--- config.mk ---
export PLATFORM = sky130hd
export DESIGN_NAME = time_counter
export DESIGN_NICKNAME = d
export VERILOG_FILES = /design/src/rtl/time_pkg.sv /design/src/rtl/time_counter_tick_gen.sv /design/src/rtl/time_counter.sv
export SDC_FILE = /design/constraint.sdc
export NUM_CORES = 1
export LEC_CHECK = 0
export ABC_AREA = 1
export ABC_CLOCK_PERIOD_IN_PS = 2800
export BUFFER_PORTS_ARGS = -buffer_cell sky130_fd_sc_hd__buf_2
export CAP_MARGIN = 25
export CORE_ASPECT_RATIO = 0.6
export CORE_MARGIN = 4
export CORE_UTILIZATION = 40
export DETAILED_ROUTE_END_ITERATION = 6
export PLACE_DENSITY_LB_ADDON = 0.05
export SETUP_SLACK_MARGIN = 0.5
export SLEW_MARGIN = 40
export SYNTH_ARGS = -nofsm -noshare
export SYNTH_HDL_FRONTEND = slang
export SYNTH_HIERARCHICAL = 1
export SYNTH_SLANG_ARGS = --single-unit
--- constraint.sdc ---
create_clock -name clk -period 2.8 [get_ports clk]
set_input_delay 0.42 -clock clk [delete_from_list [all_inputs] [get_ports clk]]
set_output_delay 0.42 -clock clk [all_outputs]
set_load 0.02 [all_outputs]
--- src/rtl/time_pkg.sv ---
// Shared timekeeping constants and types.
// Imported by the time counter and by the chime/display blocks so all
// agree on field widths and wrap points.
package time_pkg;

  localparam int TW       = 7;   // width of each H/M/S field
  localparam int SEC_MAX  = 59;
  localparam int MIN_MAX  = 59;
  localparam int HOUR_MAX = 23;

  typedef enum logic [1:0] {RUN, HOLD, LOAD} state_e;

  // True when a requested time is a legal time of day. Arguments are full
  // 32-bit so wide out-of-range requests are rejected rather than truncated.
  function automatic logic time_in_range(input int unsigned h,
                                         input int unsigned m,
                                         input int unsigned s);
    return (h <= HOUR_MAX) && (m <= MIN_MAX) && (s <= SEC_MAX);
  endfunction

endpackage

--- src/rtl/time_counter_tick_gen.sv ---
// Prescaler: divides clk down to a one-cycle tick every CLK_HZ enabled
// cycles.
//   clk, rst_n : clock, async active-low reset
//   en         : advance the prescaler this cycle
//   clr        : force the prescaler back to 0 (takes priority over en)
//   tick       : combinational, high on the enabled terminal-count cycle
module tick_gen #(
  parameter int CLK_HZ = 50_000_000
) (
  input  logic clk,
  input  logic rst_n,
  input  logic en,
  input  logic clr,
  output logic tick
);

  localparam int CW = (CLK_HZ > 1) ? $clog2(CLK_HZ) : 1;
  localparam logic [CW-1:0] TC = CW'(CLK_HZ - 1);

  logic [CW-1:0] cnt_q;

  assign tick = en && (cnt_q == TC);

  always_ff @(posedge clk or negedge rst_n) begin
    if (!rst_n)     cnt_q <= '0;
    else if (clr)   cnt_q <= '0;
    else if (en)    cnt_q <= tick ? '0 : cnt_q + 1'b1;
  end

endmodule

--- src/rtl/time_counter.sv ---
// HH:MM:SS timekeeping core with run/hold control and a validated
// time-set handshake.
//   clk, rst_n        : clock, async active-low reset
//   run               : 1 = count, 0 = hold (level)
//   set_valid/ready   : set request handshake
//   set_h/m/s         : requested time
//   set_ack / set_err : one-cycle accept / reject pulses
//   H_out/M_out/S_out : current time
//   tick_1hz          : pulses with each seconds update
//   hour_carry        : pulses on the MM:SS 59:59 -> 00:00 wrap
module time_counter
  import time_pkg::*;
#(
  parameter int CLK_HZ = 50_000_000,
  parameter int W      = TW
) (
  input  logic         clk,
  input  logic         rst_n,
  input  logic         run,
  input  logic         set_valid,
  output logic         set_ready,
  input  logic [W-1:0] set_h,
  input  logic [W-1:0] set_m,
  input  logic [W-1:0] set_s,
  output logic         set_ack,
  output logic         set_err,
  output logic [W-1:0] S_out,
  output logic [W-1:0] M_out,
  output logic [W-1:0] H_out,
  output logic         tick_1hz,
  output logic         hour_carry
);

  localparam logic [W-1:0] S_TOP = W'(SEC_MAX);
  localparam logic [W-1:0] M_TOP = W'(MIN_MAX);
  localparam logic [W-1:0] H_TOP = W'(HOUR_MAX);

  state_e state_q, state_d;
  logic   ready_q;      // low only until the first edge after reset
  logic   hs, in_rng, accept, reject;
  logic   cnt_en, tick;
  logic   s_wrap, m_wrap, h_wrap;

  assign in_rng = time_in_range(32'(set_h), 32'(set_m), 32'(set_s));
  assign hs     = set_valid && set_ready;
  assign accept = hs && in_rng;
  assign reject = hs && !in_rng;

  // State register
  always_ff @(posedge clk or negedge rst_n) begin
    if (!rst_n) state_q <= RUN;
    else        state_q <= state_d;
  end

  // Next state: an accepted set always wins; otherwise run selects RUN/HOLD
  // from any state, which also covers the LOAD exit.
  always_comb begin
    state_d = state_q;
    if (accept)   state_d = LOAD;
    else if (run) state_d = RUN;
    else          state_d = HOLD;
  end

  // Outputs of the FSM. The prescaler advances whenever the machine is
  // heading into RUN, so run=0 or a set on the terminal cycle suppresses
  // the increment, and LOAD with run=1 already counts its first cycle.
  always_comb begin
    set_ready = ready_q && (state_q != LOAD);
    cnt_en    = (state_d == RUN);
  end

  tick_gen #(.CLK_HZ(CLK_HZ)) u_tick (
    .clk   (clk),
    .rst_n (rst_n),
    .en    (cnt_en),
    .clr   (accept),
    .tick  (tick)
  );

  assign s_wrap = (S_out == S_TOP);
  assign m_wrap = s_wrap && (M_out == M_TOP);
  assign h_wrap = m_wrap && (H_out == H_TOP);

  always_ff @(posedge clk or negedge rst_n) begin
    if (!rst_n) begin
      ready_q    <= 1'b0;
      S_out      <= '0;
      M_out      <= '0;
      H_out      <= '0;
      set_ack    <= 1'b0;
      set_err    <= 1'b0;
      tick_1hz   <= 1'b0;
      hour_carry <= 1'b0;
    end else begin
      ready_q    <= 1'b1;
      set_ack    <= accept;
      set_err    <= reject;
      tick_1hz   <= tick;
      hour_carry <= tick && m_wrap;
      if (accept) begin
        S_out <= set_s;
        M_out <= set_m;
        H_out <= set_h;
      end else if (tick) begin
        S_out <= s_wrap ? '0 : S_out + 1'b1;
        if (s_wrap) M_out <= m_wrap ? '0 : M_out + 1'b1;
        if (m_wrap) H_out <= h_wrap ? '0 : H_out + 1'b1;
      end
    end
  end

endmodule

# Yosys cells after proc, flatten, opt, wreduce, memory -nomap -nowiden
# Cells that the tools add are included.
dict set report classes {
  reduce_logical 18
  add_sub_neg 4
  mux 16
  n_eq_ne 5
  n_lt_le_gt_ge 3
}
# cell count
set op_table {}
lappend op_table {{$mux 26} 3}
lappend op_table {{$mux 7} 11}
lappend op_table {{$add 26x1->26 const B} 1}
lappend op_table {{$eq 26x26->1 const B} 1}
lappend op_table {{$add 7x1->7 const B} 3}
lappend op_table {{$eq 7x6->1 const B} 2}
lappend op_table {{$le 7x6->1 const B} 2}
lappend op_table {{$logic_and 1x1->1} 10}
lappend op_table {{$reduce_bool 2->1} 4}
lappend op_table {{$eq 7x5->1 const B} 1}
lappend op_table {{$le 7x5->1 const B} 1}
lappend op_table {{$reduce_and 2->1} 2}
lappend op_table {{$logic_not 2->1} 1}
lappend op_table {{$mux 2} 1}
lappend op_table {{$ne 2x2->1 const B} 1}
lappend op_table {{$logic_not 1->1} 1}
lappend op_table {{$mux 1} 1}
dict set report totals {
  register_bits 54
  out_inout_bits 26
}

# Depth between registers and ports, before layout
dict set report logic_depth {
  depth_word 10
  depth_mapped 17
}

# Cells and area by module
# Netlist, hierarchy kept.
# module area_per_inst_um2 seq_area_each_um2 cells_per_inst n_inst
set by_module_without_submodules {}
lappend by_module_without_submodules {tick_gen 1805.5 650.6 250 1}
lappend by_module_without_submodules {time_counter 1795.5 675.6 250 1}

# Least setup slack after synthesis
# Ideal clock, no wire load.
dict set report synth_path {
  kind {register to register}
  startpoint {register set_ack (netlist name)}
  endpoint {register M_out[2]}
  t_required_ps 2683
  n_path_buf 2
  arrival_time_ps 2286
  stages_incl_launch_ff 16
  setup_time_ps 117
  slack_ps 397
  cell_sequence {dfrtp_1 > nand2_1 > nand2_2 > nor2_8 > nand3_4 > buf_2 > nand2_1 > inv_1 > nand3_1 > nor4_1 > buf_2 > inv_1 > o21ai_4 > inv_2 > nand2_1 > nand2_1}
}
# element line
set synth_rtl {}
lappend synth_rtl {{to (signal assigned)} time_counter.sv:102} ;# M_out <= set_m;
lappend synth_rtl {{to (signal assigned)} time_counter.sv:106} ;# if (s_wrap) M_out <= m_wrap ? '0 : M_out + 1'b1;
lappend synth_rtl {{to (decl)} time_counter.sv:28} ;# output logic [W-1:0] M_out,

# Final worst setup path
dict set report layout_path {
  startpoint {register state_q[0]}
  endpoint {register M_out[5]}
}
dict set report layout_via {
  elab_chain_len 9
  word_cells_on_any_way 11
  classes_between {eq/ne (1); mux (2); reduce/logical (8)}
}
# element line
set layout_rtl {}
lappend layout_rtl {{from (decl)} time_counter.sv:38} ;# state_e state_q, state_d;
lappend layout_rtl {{from (signal assigned)} time_counter.sv:52} ;# else state_q <= state_d;
lappend layout_rtl {{$ne 2x2->1} time_counter.sv:68} ;# set_ready = ready_q && (state_q != LOAD);
lappend layout_rtl {{$logic_and 1x1->1} time_counter.sv:68}
lappend layout_rtl {{$logic_and 1x1->1} time_counter.sv:45} ;# assign hs = set_valid && set_ready;
lappend layout_rtl {{$logic_and 1x1->1} time_counter.sv:46} ;# assign accept = hs && in_rng;
lappend layout_rtl {{$mux 2} time_counter.sv:59} ;# if (accept) state_d = LOAD;
lappend layout_rtl {{$logic_not 2->1} time_counter.sv:69} ;# cnt_en = (state_d == RUN);
lappend layout_rtl {{net cnt_en} time_counter.sv:41} ;# logic cnt_en, tick;
lappend layout_rtl {{$logic_and 1x1->1} time_counter_tick_gen.sv:22} ;# assign tick = en && (cnt_q == TC);
lappend layout_rtl {{net tick} time_counter.sv:41}
lappend layout_rtl {{$reduce_bool 2->1 (no line)} n/a}
lappend layout_rtl {{$reduce_and 2->1 (no line)} n/a}
# The timed path passes the listed nets, and every way through them passes these cells.
# A chain may end at the register's enable or synchronous reset.

==> tab_implementation.tex <==
\begin{tabular}{lr}
\hline
Metric & Value \\
\hline
\multicolumn{2}{l}{\textbf{Pwr}} \\
Leak Pwr & 0.002269 uW \\
Comb power frac & 22.5\% \\
Portion of total power attributed to sequential cells & 47.8\% \\
Clock network fraction of design power & 29.7\% \\
Maximum resistive drop on vdd & 0.2965 mV \\
Power Dens Cells & 498.9 mW/mm2 \\
P\_sw & 706.7 uW \\
Design internal power & 1371 uW \\
Sw frac & 34.02\% \\
\multicolumn{2}{l}{\textbf{Place}} \\
Port Buffer Count & 50 \\
Pre-CTS WS & 0.3817 ns \\
Routability congestion estimate & 0.9208 \\
DP HPWL & 7567 um \\
\multicolumn{2}{l}{\textbf{Floorplan}} \\
Floorplan Core Area & 0.008621 mm2 \\
Floorplan die width & 130.5 um \\
I/O pin count & 51 \\
Initial core utilization & 41.77\% \\
Count of standard-cell rows & 26 \\
Area of the die & 0.01063 mm2 \\
Chip height & 81.50 um \\
\multicolumn{2}{l}{\textbf{Synth}} \\
Post-synthesis sequential area ratio & 36.83\% \\
Synth top area share & 36.83\% \\
Net Count, Synth & 530 \\
Count of yosys warnings during synthesis & 6 \\
Post-synthesis sequential element count & 53 \\
Primary flip-flop cell chosen by synthesis mapping & sky130\_fd\_sc\_hd\_\_dfrtp\_1 \\
Fraction of registers with async set or reset after synthesis & 100.0\% \\
Cell type with the highest aggregate area in the netlist & sky130\_fd\_sc\_hd\_\_dfrtp\_1 \\
Most frequent cells after synthesis & sky130\_fd\_sc\_hd\_\_nand2\_1 (152), sky130\_fd\_sc\_hd\_\_nor2\_1 (61), sky130\_fd\_sc\_hd\_\_nand3\_1 (58), sky130\_fd\_sc\_hd\_\_dfrtp\_1 (53), sky130\_fd\_sc\_hd\_\_inv\_1 (51) \\
Synth Cell Area & 0.003601 mm2 \\
Instance count of the mapped netlist & 500 \\
Dominant cells by area after synthesis & sky130\_fd\_sc\_hd\_\_dfrtp\_1 (37\%), sky130\_fd\_sc\_hd\_\_nand2\_1 (16\%), sky130\_fd\_sc\_hd\_\_nand3\_1 (8.1\%) \\
Cell with the most instances after synthesis & sky130\_fd\_sc\_hd\_\_nand2\_1 \\
Number of distinct library cells after synthesis & 40 \\
Number of enable-type register cells in the synthesized netlist & 0 \\
Post-synthesis area per instance & 7.202 um2 \\
\multicolumn{2}{l}{\textbf{Clock network}} \\
Root cell of the clock tree & sky130\_fd\_sc\_hd\_\_clkbuf\_16 \\
CTS tree & done \\
\# H-tree levels & 2 \\
Clock slew at reported path FFs & 0.07 ns \\
Maximum clock insertion buffer count & 2 \\
Clock Sinks & 53 \\
Clock Latency Late Sink & 0.29 ns \\
Quantity of hold-fixing buffers added after cts & 0 \\
Cts bufs inserted & 5 \\
\multicolumn{2}{l}{\textbf{STA}} \\
Setup ws final & 0.6900 ns \\
Crit path time final & 2.110 ns \\
Period Utilization, post-route & 75.36\% \\
Final setup violation count & 0 \\
Maximum clock frequency & 473.9 MHz \\
Rel. slew slack & 52.49\% \\
Worst clock skew & 0.005619 ns \\
Slew @ Worst Pin & 0.7126 ns \\
Fin. max-slew vios & 0 \\
Setup repair after global routing missed its margin & false \\
Total negative slack for setup checks & 0 ns \\
Hold violation total from the final report & 0 \\
\multicolumn{2}{l}{\textbf{Detailed routing}} \\
TritonRoute pass-1 iters & 5 \\
DRC errors left & 0 \\
Count of routing violations after the opening detailed-route iteration & 226 \\
Drt total wl & 9696 um \\
Number of vias in the routed layout & 3,293 \\
Via-to-Cell Ratio & 4.900 \\
Detailed-route wire length per cell & 14.43 um \\
Antenna viol nets, final & 0 \\
\multicolumn{2}{l}{\textbf{Setup path}} \\
Startpoint type of the worst setup path & flop \\
Most frequent CP cell & sky130\_fd\_sc\_hd\_\_nand2\_1 \\
Crit path capture type & flop \\
WP buf/inv & 4 \\
Largest stage delay on the critical path & 0.36 ns \\
Path type of the worst setup path & flop to flop \\
Cell type of the slowest stage on the worst timing path & sky130\_fd\_sc\_hd\_\_dfrtp\_1 \\
Maximum fanout encountered on the critical timing path & 7 \\
Data required time of the critical path & 3.03 ns \\
Family with the most delay on the worst path & simple AND/OR/NAND/NOR gates \\
Arrival time worst endpoint & 2.34 ns \\
Cells traversed along the worst timing path & inv\_1 > nand2\_1 > nand2\_2 > nor2\_8 > nand3\_4 > nand2\_1 > inv\_1 > nand3\_1 > nor4\_4 > inv\_2 > o21ai\_4 > buf\_4 > nand2\_1 > nand2\_1 \\
\multicolumn{2}{l}{\textbf{Global routing}} \\
Initial antenna violation count & 0 \\
Global-route wire length before repair & 15,730 um \\
Global routing's busiest layer & met1 \\
Largest net degree at the start of global routing & 33 \\
Combined global-route utilization of all metal layers & 18.97\% \\
Global Route met1 Usage & 33.16\% \\
Met3 global-route usage & 3.379\% \\
Via count of the first global-routing pass & 3,000 \\
Met2 capacity usage during global routing & 23.40\% \\
Leftover overflow at the end of global routing & 0 \\
\multicolumn{2}{l}{\textbf{Final layout}} \\
Synth-to-Final Area Change & 15.64\% \\
Post-layout net count & 589 \\
Antenna diode count & 0 \\
Share of post-route cells with drive strength above 1 & 21.07\% \\
\multicolumn{2}{l}{\textbf{Run status}} \\
Status & finished, final reports clean \\
\multicolumn{2}{l}{\textbf{Worst hold path}} \\
Worst hold path type & input pin to async pin \\
\multicolumn{2}{l}{\textbf{Flow run}} \\
Reported max-cap violation count & 0 \\
\hline
\end{tabular}
logic make-up after synthesis:
logic type                 after synthesis  share of synthesized area, %
AOI/OAI and AO/OA                       14                         2.502
xor gates and xnor gates                22                         5.351
adders and majority gates                5                         1.737
buffers and inverters                   72                         8.478
DFF                                     53                         36.83
other                                    1                        0.1041
and+or+nand+nor                        333                         45.00
worst reg2reg max path: cells and delay by family (launching register included):
family | cells | cell delay [ns]
AO/OA/AOI/OAI | 1 | 0.25
flip-flops | 1 | 0.36
buffers and inverters | 4 | 0.48
AND/OR/NAND/NOR | 9 | 0.98
layer usage:
layer / vias up / wire length, um
met5: - / 0
met4: 0 / 24
met1: 1530 / 5647
met2: 78 / 3520
li1: 1683 / -
met3: 2 / 503
timing repair:
item,CTS,global route
gates resized for setup,0,3
setup buffers,0,3
endpoints found under the setup margin,0,20
per-stage QoR:
step                utilization, %  instances  power [uW]  hold WS (ns)  cell area [um2]
floorplan                        -        500        1307        0.1244             3605
global placement             46.30        661        1462        0.5155             3991
detailed placement           46.30        661        1470        0.5154             3991
CTS                          47.88        669        2099        0.1999             4128
global route                 48.30        672        2213        0.2265             4164
finish                       48.30        672        2078        0.1777             4164
state kept, by name, summed over array words and instances, names as in the netlist:
| signal | flops |
|---|---|
| set_err | 1 |
| ready_q | 1 |
| S_out | 7 |
| state_q | 1 |
| u_tick/cnt_q | 26 |
| set_ack | 1 |
| H_out | 7 |
| hour_carry | 1 |
| M_out | 7 |
| tick_1hz | 1 |
layout by cell type, fill, tap and decap left out, types with 7 or more instances in the layout:
| cell | netlist | layout |
|---|---|---|
| sky130_fd_sc_hd__nand4_1 | 12 | 12 |
| sky130_fd_sc_hd__nor2_1 | 61 | 61 |
| sky130_fd_sc_hd__nand2_1 | 152 | 152 |
| sky130_fd_sc_hd__nand3_1 | 58 | 58 |
| sky130_fd_sc_hd__dfrtp_1 | 53 | 52 |
| sky130_fd_sc_hd__buf_2 | 3 | 50 |
| sky130_fd_sc_hd__nor3_1 | 8 | 8 |
| sky130_fd_sc_hd__a21oi_1 | 7 | 7 |
| sky130_fd_sc_hd__inv_2 | 7 | 8 |
| sky130_fd_sc_hd__xor2_1 | 17 | 17 |
| sky130_fd_sc_hd__nor2_2 | 10 | 9 |
| sky130_fd_sc_hd__inv_1 | 51 | 50 |
| sky130_fd_sc_hd__buf_4 | 2 | 9 |
| sky130_fd_sc_hd__nand2_2 | 8 | 8 |
power by group through the flow:
stage,logic [uW],clock network [uW],registers [uW]
CTS,467,639,993
detailed placement,464,0,1010
floorplan,291,0,1020
global placement,456,0,1010
global route,534,666,1010
finish,468,616,993
path summary, 6_finish.rpt:
check	slack [ns]	start	cells past startpoint	to
worst max-delay path	0.69	state_q[0]	14	M_out[5]
worst min-delay path	0.18	rst_n	1	u_tick/cnt_q[11]
worst max register to register	0.69	state_q[0]	14	M_out[5]
worst min register to register	0.54	u_tick/cnt_q[22]	2	u_tick/cnt_q[22]
max in group asynchronous	1.80	rst_n	2	H_out[0]
min in group clk	0.36	set_s[0]	3	S_out[0]
area by class of cell:
| class | instances | area, um2 |
|---|---|---|
| fill | 874 | 4457 |
| multi-input combinational | 375 | 1989 |
| sequential | 53 | 1328 |
| timing repair buffer | 59 | 317.8 |
| inverter | 65 | 252.7 |
| tap | 112 | 140.1 |
| clock buffer | 8 | 136.4 |
Power figures use the tool's default switching activity.
